File: src/rtl/seg7_pkg.sv
// rtl/seg7_pkg.sv - shared seven-segment constants and digit-count helpers
package seg7_pkg;

  localparam logic [6:0] SEG_BLANK = 7'h7F;

  // Active-low {g,f,e,d,c,b,a} patterns for hex digits 0..F
  localparam logic [6:0] HEX_SEG [16] = '{
    7'h40, 7'h79, 7'h24, 7'h30, 7'h19, 7'h12, 7'h02, 7'h78,
    7'h00, 7'h10, 7'h08, 7'h03, 7'h46, 7'h21, 7'h06, 7'h0E
  };

  function automatic int num_digits(input int data_w);
    return data_w / 4;
  endfunction

  function automatic int idx_width(input int n);
    return (n > 1) ? $clog2(n) : 1;
  endfunction

endpackage

File: src/rtl/hex_to_seg7.sv
// rtl/hex_to_seg7.sv - combinational nibble to active-low seven-segment pattern
module hex_to_seg7
  import seg7_pkg::*;
(
  input  logic [3:0] nibble,
  output logic [6:0] seg
);

  assign seg = HEX_SEG[nibble];

endmodule

File: src/rtl/out_unit_seg7_scanner.sv
// rtl/out_unit_seg7_scanner.sv - multiplexed hex display of the CPU OUT word with halt flag and change pulse
module out_unit_seg7_scanner
  import seg7_pkg::*;
#(
  parameter int DATA_W      = 32,
  parameter int REFRESH_DIV = 50000,
  localparam int NUM_DIGITS = num_digits(DATA_W)
) (
  input  logic                  clk,
  input  logic                  reset,
  input  logic [DATA_W-1:0]     out_data,
  input  logic                  run,
  input  logic                  blank_lz,
  output logic [NUM_DIGITS-1:0] an,
  output logic [6:0]            seg,
  output logic                  dp,
  output logic                  changed
);

  localparam int IDX_W = idx_width(NUM_DIGITS);
  localparam int CNT_W = $clog2(REFRESH_DIV);

  logic [DATA_W-1:0]     disp_q, disp_d;
  logic                  changed_q, changed_d;
  logic [CNT_W-1:0]      div_cnt_q, div_cnt_d;
  logic [IDX_W-1:0]      digit_idx_q, digit_idx_d;
  logic [NUM_DIGITS-1:0] an_q, an_d;
  logic [6:0]            seg_q, seg_d;
  logic                  dp_q, dp_d;

  logic [3:0] cur_nibble;
  logic [6:0] cur_pattern;
  logic       cur_blank;

  hex_to_seg7 u_hex_to_seg7 (
    .nibble (cur_nibble),
    .seg    (cur_pattern)
  );

  // A digit is a leading zero when it and every more significant nibble are zero
  assign cur_nibble = disp_q[{digit_idx_q, 2'b00} +: 4];
  assign cur_blank  = blank_lz && (digit_idx_q != '0) &&
                      ((disp_q >> {digit_idx_q, 2'b00}) == '0);

  always_comb begin
    disp_d      = disp_q;
    changed_d   = 1'b0;
    div_cnt_d   = div_cnt_q + 1'b1;
    digit_idx_d = digit_idx_q;

    if (run) begin
      disp_d    = out_data;
      changed_d = (out_data != disp_q);
    end

    if (div_cnt_q == CNT_W'(REFRESH_DIV - 1)) begin
      div_cnt_d = '0;
      if (digit_idx_q == IDX_W'(NUM_DIGITS - 1)) begin
        digit_idx_d = '0;
      end else begin
        digit_idx_d = digit_idx_q + 1'b1;
      end
    end

    an_d  = ~(NUM_DIGITS'(1) << digit_idx_q);
    seg_d = cur_blank ? SEG_BLANK : cur_pattern;
    dp_d  = !((digit_idx_q == '0) && !run);
  end

  always_ff @(posedge clk or negedge reset) begin
    if (!reset) begin
      disp_q      <= '0;
      changed_q   <= 1'b0;
      div_cnt_q   <= '0;
      digit_idx_q <= '0;
      an_q        <= '1;
      seg_q       <= SEG_BLANK;
      dp_q        <= 1'b1;
    end else begin
      disp_q      <= disp_d;
      changed_q   <= changed_d;
      div_cnt_q   <= div_cnt_d;
      digit_idx_q <= digit_idx_d;
      an_q        <= an_d;
      seg_q       <= seg_d;
      dp_q        <= dp_d;
    end
  end

  assign an      = an_q;
  assign seg     = seg_q;
  assign dp      = dp_q;
  assign changed = changed_q;

endmodule

File: config.mk
export PLATFORM = sky130hd
export DESIGN_NAME = out_unit_seg7_scanner
export DESIGN_NICKNAME = d
export VERILOG_FILES = /design/src/rtl/seg7_pkg.sv /design/src/rtl/hex_to_seg7.sv /design/src/rtl/out_unit_seg7_scanner.sv
export SDC_FILE = /design/constraint.sdc
export NUM_CORES = 1
export LEC_CHECK = 0
export ABC_AREA = 1
export BUFFER_PORTS_ARGS = -buffer_cell sky130_fd_sc_hd__buf_4
export CAP_MARGIN = 20
export CORE_UTILIZATION = 45
export CTS_CLUSTER_SIZE = 12
export DETAILED_ROUTE_END_ITERATION = 7
export GPL_TIMING_DRIVEN = 0
export SYNTH_ARGS = -nofsm -noshare
export SYNTH_HDL_FRONTEND = slang
export SYNTH_SLANG_ARGS = --single-unit
File: constraint.sdc
create_clock -name clk -period 4.24 [get_ports clk]
set_input_delay 0.636 -clock clk [delete_from_list [all_inputs] [get_ports clk]]
set_output_delay 0.636 -clock clk [all_outputs]
set_load 0.01 [all_outputs]
== After elaboration in Yosys (flattened, before gate mapping) ==
Memories as Yosys holds them, arrays and structs flattened.
Cells that the tools add are included.

* Bitwise operators: 2
* $add $sub $neg: 2
* Mux-type cells: 6
* Equal/unequal tests: 3
* Reduce and logical (&&, ||, !) cells: 8
* Shift-type cells: 3
* $lt $le $gt $ge: 1

{| class="wikitable"
|+ Operators with widths
! cell !! count
|-
| 32-bit logical NOT || 1
|-
| 32-bit inequality test || 1
|-
| 32-bit by 6-bit variable part select with 4-bit output || 1
|-
| 32-bit by 5-bit right shift with 32-bit output || 1
|-
| 7-bit two-way mux || 3
|-
| 16-bit by 1-bit adder with 16-bit output (second input constant) || 1
|-
| 16-bit equality test (second input constant) || 1
|-
| 16-bit two-way mux || 1
|-
| 8-bit inverter || 1
|-
| 1-bit by 3-bit << shifter with 8-bit output (first input constant) || 1
|-
| 5-bit greater-or-equal comparator (second input constant) || 1
|-
| 4-bit inverter with 5-bit output || 1
|-
| 3-bit by 1-bit adder with 3-bit output (second input constant) || 1
|-
| 3-bit equality test (second input constant) || 1
|-
| 1-bit logical AND || 3
|-
| 3-bit logical NOT || 1
|-
| 3-bit two-way mux || 1
|-
| 3-bit nonzero test || 1
|-
| 1-bit logical NOT || 2
|-
| 1-bit two-way mux || 1
|}

* Output and inout port bits: 17
* Bits in read-only memories: 112
* Memories kept: 1
* Register bits after elaboration: 68
* Input bits: 36

{| class="wikitable"
|+ Memories
! memory !! depth !! bits a word !! read ports !! clocked after memory_dff !! write ports !! RTL line !! source
|-
| (name not given) || 16 || 7 || 1 || 0 || 0 || hex_to_seg7.sv:9 || <nowiki>assign seg = HEX_SEG[nibble];</nowiki>
|}

== Longest topological paths before layout ==
Gate-level depths: netlist of the first run.

* Depth after elaboration: 6
* Depth in mapped cells: 15
* Depth with buffers taken out: 14

== Modules after synthesis ==
A second synthesis of the first run with hierarchy kept.

* Cells, all modules: 552
* Area total of the unflattened synthesis: 4,098.9 µm²

{| class="wikitable"
|+ By module, submodules not included
! module !! times used !! area an instance (µm²) !! seq. area each (µm²) !! cells an instance
|-
| out_unit_seg7_scanner || 1 || 3,824.9 || 1,721.7 || 503
|-
| hex_to_seg7 || 1 || 274.0 || 0.0 || 49
|}

== Worst setup path before layout of the first run ==
No wires, ideal clock.

* Path kind: register -> register
* Start point: register digit_idx_q[1]
* End point: register seg_q[6] (netlist: seg[6])
* Path buffers: 2
* Arrival time: 1.845 ns
* Required time: 4.180 ns
* Path slack: 2.335 ns
* Setup time: 0.060 ns
* Stages on the path, launching flop included: 15
* Path through: dfrtp_1 buf_2 inv_2 buf_4 nand3_1 nand3_1 nand2_1 inv_1 ha_1 nand3_1 a21oi_1 nand2_1 nor2_4 nand3_4 nand2_1

* Longest elaborated chain between the ends: 6

{| class="wikitable"
|+ Ends and longest elaborated chain
! what !! RTL line !! source
|-
| from (decl) || out_unit_seg7_scanner.sv:26 || <nowiki>logic [IDX_W-1:0] digit_idx_q, digit_idx_d;</nowiki>
|-
| from (signal assigned) || out_unit_seg7_scanner.sv:83 || <nowiki>digit_idx_q <= digit_idx_d;</nowiki>
|-
| 32-bit by 6-bit variable part select with 4-bit output || out_unit_seg7_scanner.sv:41 || <nowiki>assign cur_nibble = disp_q[{digit_idx_q, 2'b00} +: 4];</nowiki>
|-
| 4-bit inverter with 5-bit output (not written as such) || hex_to_seg7.sv:9 ||
|-
| memory 16 x 7 bit || - ||
|-
| 7-bit two-way mux (not written as such) (2 in series) || hex_to_seg7.sv:9 ||
|-
| 7-bit two-way mux (*) || out_unit_seg7_scanner.sv:66 || <nowiki>seg_d = cur_blank ? SEG_BLANK : cur_pattern;</nowiki>
|-
| via seg_d[6] || out_unit_seg7_scanner.sv:28 || <nowiki>logic [6:0] seg_q, seg_d;</nowiki>
|-
| to (signal assigned) || out_unit_seg7_scanner.sv:85 || <nowiki>seg_q <= seg_d;</nowiki>
|-
| to (decl) || out_unit_seg7_scanner.sv:28 ||
|}

The timed path passes the listed nets; every way through them passes the cells marked *. The select of a mux whose other input is x is not followed.
A chain may end at the register's enable or synchronous reset.

== Worst setup path after layout of the first run ==
* Start point: register digit_idx_q[1]
* End point: register seg_q[5] (netlist: seg[5])

Same word-level chain as after synthesis.

==> results of run 1 <==
==> path summary, 6_finish.rpt <==
| kind | cells past startpoint | endpoint | slack [ns] | start |
|---|---|---|---|---|
| min | 1 | disp_q[24] | 0.38 | reset |
| min in group clk | 1 | div_cnt_q[0] | 0.47 | div_cnt_q[0] |
| max | 14 | seg[5] | 1.86 | digit_idx_q[1] |
| max reg2reg | 14 | seg[5] | 1.86 | digit_idx_q[1] |
| min reg2reg | 1 | div_cnt_q[0] | 0.47 | div_cnt_q[0] |
| max in group asynchronous | 1 | digit_idx_q[2] | 3.28 | reset |
==> where the power goes <==
group | switching (uW) | internal, uW
clock network | 265 | 211
registers | 32.2 | 694
logic | 142 | 109
total | 439 | 1010
==> cells in the final DEF (no fill, tap or decap), drive strengths merged, types with 8 or more instances in the layout <==
cell    synthesis  routed
nor2           36      36
buf            11      62
nand3          54      54
ha             13      13
dfstp          16      16
clkbuf          7      17
dfrtp          52      52
xnor2          29      29
o21ai          47      47
inv            63      64
nand4           8       8
a21oi           9       9
nand2         190     190
==> logic make-up (layout without fill, tap and decap cells) <==
group,count (synthesis),in the layout,share of synthesized area (%)
AND/OR/NAND/NOR,296,296,30.6
XOR/XNOR,31,31,6.61
buffers and inverters,82,149,8.80
AO/OA/AOI/OAI,63,63,8.13
flip-flops,68,68,41.9
adder cells (fa/ha/maj),13,13,3.96
==> critical path: stages (launching register included) <==
cell	delay (ns)
dfrtp_1	0.40
buf_2	0.19
inv_2	0.15
buf_4	0.22
nand3_1	0.09
nand3_1	0.11
nand2_1	0.17
inv_1	0.16
ha_1	0.19
nand3_1	0.09
a21oi_1	0.12
nand2_1	0.10
nor2_4	0.11
nand3_4	0.11
nand2_1	0.08
==> through the flow <==
step | cell area [um2] | setup WS [ns] | cells
after detailed placement | 4630 | 1.88 | 712
final | 4790 | 1.86 | 728
after CTS | 4790 | 1.85 | 728
after global routing | 4790 | 1.67 | 728
after global placement | 4630 | 1.93 | 712
after floorplan | 4110 | 2.33 | 553
==> layout make-up <==
cell class                 instances  area, um2  share of cell area [%]
tap                              108        135                    2.82
multi-input combinational        403       2020                    42.2
clock buffer                      10        128                    2.66
buffer                            18        121                    2.53
timing repair buffer              51        383                    7.99
sequential                        68       1720                    35.9
inverter                          64        240                    5.01
clock inverter                     6       40.0                   0.835
==> metal layers <==
metal	vias up	part of all wire, %
met4	0	1.4
met2	71	45
li1	1875	-
met5	-	0
met3	12	4.7
met1	1690	49
==> registers in the layout, summed over array words and instances (netlist names) <==
register	cells
seg	7
disp_q	32
dp	1
div_cnt_q	16
an	8
digit_idx_q	3
changed	1
==> reports/metrics.cfg, run 1 <==
[detailed_routing]
antenna_left=0
firstDrtPassIters=4
wirelength_mm=9.85
via_per_inst=5.01
routedWlPerCell_um=13.5
detail_route.drc_violations=0
drt_iter0_drc=132
dr_total_vias=3648

[setup_path]
critPathKind=flip-flop to flip-flop
critPathLaunchType=flip-flop
required_ns=4.53
critPathMaxFanout=11
endpoint_kind=flip-flop
cp.arrival_ns=2.67

[power]
power.total_uw=1450
p_leak_uw=0.00244
power_density_mw_per_mm2=303
ir_drop_v=0.000155

[timing]
rsz0062_at_grt=false
fin_crit_ns=2.38
fin_tns_setup_ns=0
slew_headroom_pct=42.4
hold_viol=0
fmax_mhz=421
finClkSkew_ns=0.00955
tightest_slew_ns=0.864
hold_slack_ns=0.380
finalCritPeriodShare_pct=56.1
slew_viol_final=0
setup_viol=0

[global_route]
gr-total-overflow=0
grtUsageMet1_pct=31.8
gr-usage-met3_pct=2.81
grt_pass1_wl_mm=17.0
grt-busiest-layer=met2
grt_pass1_vias=3530
met2_usage_pct=35.3
grt_usage_pct=22.4
grt_start_max_net_pins=69
antenna_found_initial=0

[cts]
post_cts_buffers=0
ctsHoldBuffers=0
cts_root_buf=clkbuf_8
cts_made_buffers=9
htree_levels=3
clkLatencyLatePin_ns=0.35
clockBufferDepth=2
cts.repair.resized=0
cts_sinks=68
tritoncts=done
clk_pin_slew_ns=0.08

[placement]
port_buffers=51
hpwl_mm=7.26
place_congestion=0.866

[die]
die_area_mm2=0.00951
core_mm2=0.00876
start_util_pct=46.9
die_h_um=97.5
die_x_um=97.5
num_io_pins=53
num_rows=34

[synth]
yosysWarnings=0
synthFlopType=dfrtp_1
avgSynthCellArea_um2=7.43
yosysSeqAreaShare_pct=41.9
yosysMostFrequentCell=nand2_1
synth_nets=602
synth_top_area_share_pct=31.7
synth_top_cell_by_area=dfrtp_1
synth_commonest_cells=nand2_1 (185), inv_1 (60), nand3_1 (53), dfrtp_1 (52), o21ai_0 (41)
synth-edff-count=0
synth_area_mm2=0.00411
synthCells=553
synth_seq_cells=68
async_reset_ff_share_pct=100
synth_area_leaders=dfrtp_1 (32%), nand2_1 (17%), dfstp_2 (10%)
synth_cell_types=34

[layout]
syn2layout_area_growth_pct=16.7
finalNetCount=664
drive_gt1_share_pct=16.8
post-route-util_pct=54.7
fillerInstances=877
num_antenna_cells=0

[flow_run]
max-cap-violations=0

[outcome]
status=completed

[min_path]
hold_class=input pin to asynchronous set/reset pin

(Power assumes the default switching activity.)
==> run 2: changes to the inputs <==
--- a/config.mk
+++ b/config.mk
@@ -5,13 +5,14 @@
 export SDC_FILE = /design/constraint.sdc
 export NUM_CORES = 1
 export LEC_CHECK = 0
-export ABC_AREA = 1
+export ABC_AREA = 0
 export BUFFER_PORTS_ARGS = -buffer_cell sky130_fd_sc_hd__buf_4
 export CAP_MARGIN = 20
 export CORE_UTILIZATION = 45
 export CTS_CLUSTER_SIZE = 12
 export DETAILED_ROUTE_END_ITERATION = 7
 export GPL_TIMING_DRIVEN = 0
+export PLACE_DENSITY = 0.65
 export SYNTH_ARGS = -nofsm -noshare
 export SYNTH_HDL_FRONTEND = slang
 export SYNTH_SLANG_ARGS = --single-unit
==> constraint.sdc (replaced) <==
create_clock -name clk -period 2.5 [get_ports clk]
set_input_delay 0.375 -clock clk [delete_from_list [all_inputs] [get_ports clk]]
set_output_delay 0.375 -clock clk [all_outputs]
set_load 0.01 [all_outputs]
==> run 2 against run 1 <==
Critical path depth fell by 4. Synthesized cell count down 42%. Core utilization up 2.3 points. Clock skew up 0.0081 ns. Largest power group unchanged.
==> reports/metrics.cfg, run 2 <==
[timing]
fin_crit_ns=2.37
setup_viol=0
finalCritPeriodShare_pct=94.8
rsz0062_at_grt=false
hold_viol=0
slew_viol_final=0
finClkSkew_ns=0.0177
slew_headroom_pct=45.1
fmax_mhz=422
tightest_slew_ns=0.824
hold_slack_ns=0.119

[cts]
clk_pin_slew_ns=0.08
cts_sinks=68
clockBufferDepth=2
tritoncts=done
clkLatencyLatePin_ns=0.36
htree_levels=3
cts_made_buffers=9
cts_root_buf=clkbuf_8

[layout]
finalNetCount=434
final_common_cell=buf_4
post-route-util_pct=57.0
drive_gt1_share_pct=36.9
top_register=disp_q
layout_common_cells=buf_4 (55), dfrtp_1 (50), xnor2_1 (40), mux2_2 (32), nor2_1 (25)
syn2layout_area_growth_pct=20.8
instances_no_fill=492
num_antenna_cells=0
largest_register_ff_count=32
design_area_mm2=0.00448

[detailed_routing]
firstDrtPassIters=4
dr_total_vias=2692
drt_iter0_drc=115
antenna_left=0
wirelength_mm=7.73
detail_route.drc_violations=0
via_per_inst=5.47
routedWlPerCell_um=15.7

[placement]
port_buffers=51
dp_cells=474
placedInstanceArea_mm2=0.00422
place_congestion=0.900
hpwl_mm=5.62

[die]
num_rows=32
die_h_um=92.7
start_util_pct=47.2
num_io_pins=53
core_mm2=0.00785
die_x_um=92.7
die_area_mm2=0.00860

[synth]
async_reset_ff_share_pct=100
synthCells=321
synth_nets=370
synthFlopType=dfrtp_1
avgSynthCellArea_um2=11.5
synth_top_cell_by_area=dfrtp_1
synth_commonest_cells=dfrtp_1 (52), xnor2_1 (40), mux2_2 (32), nand2_1 (25), nor2_1 (25)
synth-edff-count=0
synth_area_leaders=dfrtp_1 (35%), dfstp_2 (11%), mux2_2 (9.7%)
synth_seq_cells=68
yosysWarnings=0
yosysSeqAreaShare_pct=46.5
yosysMostFrequentCell=dfrtp_1
synth_top_area_share_pct=35.1
synth_cell_types=44
synth_area_mm2=0.00370

[global_route]
antenna_found_initial=0
grt_pass1_vias=2589
gr-total-overflow=0
grt_pass1_wl_mm=12.8
grt_usage_pct=19.7
grt_start_max_net_pins=69

[setup_path]
crit_family=multiplexers
required_ns=2.77
crit_chain=buf_6 > buf_4 > mux4_2 > mux2i_4 > inv_1 > ha_1 > nand2_1 > a21boi_0 > mux2i_1 > or2_1
cp.buffers_inverters=3
critPathSlowestCell=dfrtp_2
cp.arrival_ns=2.64
critPathLaunchType=flip-flop
critPathKind=flip-flop to flip-flop
slowest_delay_ns=0.42
ff2ff_path_depth=10
worstSetupPathDepth=10
critPathMaxFanout=10
endpoint_kind=flip-flop

[power]
power.total_uw=2610
power_density_mw_per_mm2=582
ir_drop_v=0.000306
p_leak_uw=0.00191

[flow_run]
max-cap-violations=0

[outcome]
status=completed

[min_path]
hold_class=input pin to asynchronous set/reset pin

run 2: cells by family after synthesis:
family | count (synthesis) | synth area share (%)
and+or+nand+nor | 94 | 12.3
DFF | 68 | 46.5
muxes | 49 | 17.2
xor gates and xnor gates | 46 | 10.9
AOI/OAI and AO/OA | 31 | 6.38
buffers and inverters | 20 | 2.43
adders and majority gates | 13 | 4.39
run 2: where the power goes:
group	switching, uW	internal, uW
clock	457	465
combinational	186	233
sequential	78.4	1190
total	721	1880
run 2: area by class of cell:
class	count	area, um2
Buffer	11	65.1
Clock buffer	9	124
Clock inverter	7	73.8
Fill cell	688	3370
Inverter	9	36.3
Multi-Input combinational cell	233	1930
Sequential cell	68	1720
Tap cell	102	128
Timing Repair Buffer	53	398
run 2: final timing paths:
kind / from / end / slack [ns]
max: digit_idx_q[1] / seg[3] / 0.13
min: reset / disp_q[0] / 0.12
max reg2reg: digit_idx_q[1] / seg[3] / 0.13
min reg2reg: div_cnt_q[0] / div_cnt_q[0] / 0.48
max in group asynchronous: reset / digit_idx_q[1] / 1.80
min in group clk: out_data[9] / disp_q[9] / 0.26
run 2: metrics by stage:
stage	setup TNS [ns]	setup WS [ns]
after floorplan	0	0.0507
after global placement	-1.75	-0.260
after detailed placement	-2.34	-0.345
after CTS	0	0.0177
after global routing	0	0.00666
final	0	0.130
run 2: per-layer routing:
layer,wire (um),vias to the layer above,GRT usage (%),part of all wire (%)
met5,0,-,0,0
met4,163,0,8.59,2.1
met3,487,15,5.91,6.3
met2,3520,92,29.4,46
met1,3550,1311,26.6,46
li1,-,1274,-,-
run 2: timing repair:
action                                  4_1_cts  5_1_grt
resized for setup                             9        4
pin swaps                                     0        1
hold buffers                                  0        0
endpoints found under the setup margin        7        7
setup buffers                                 1        1
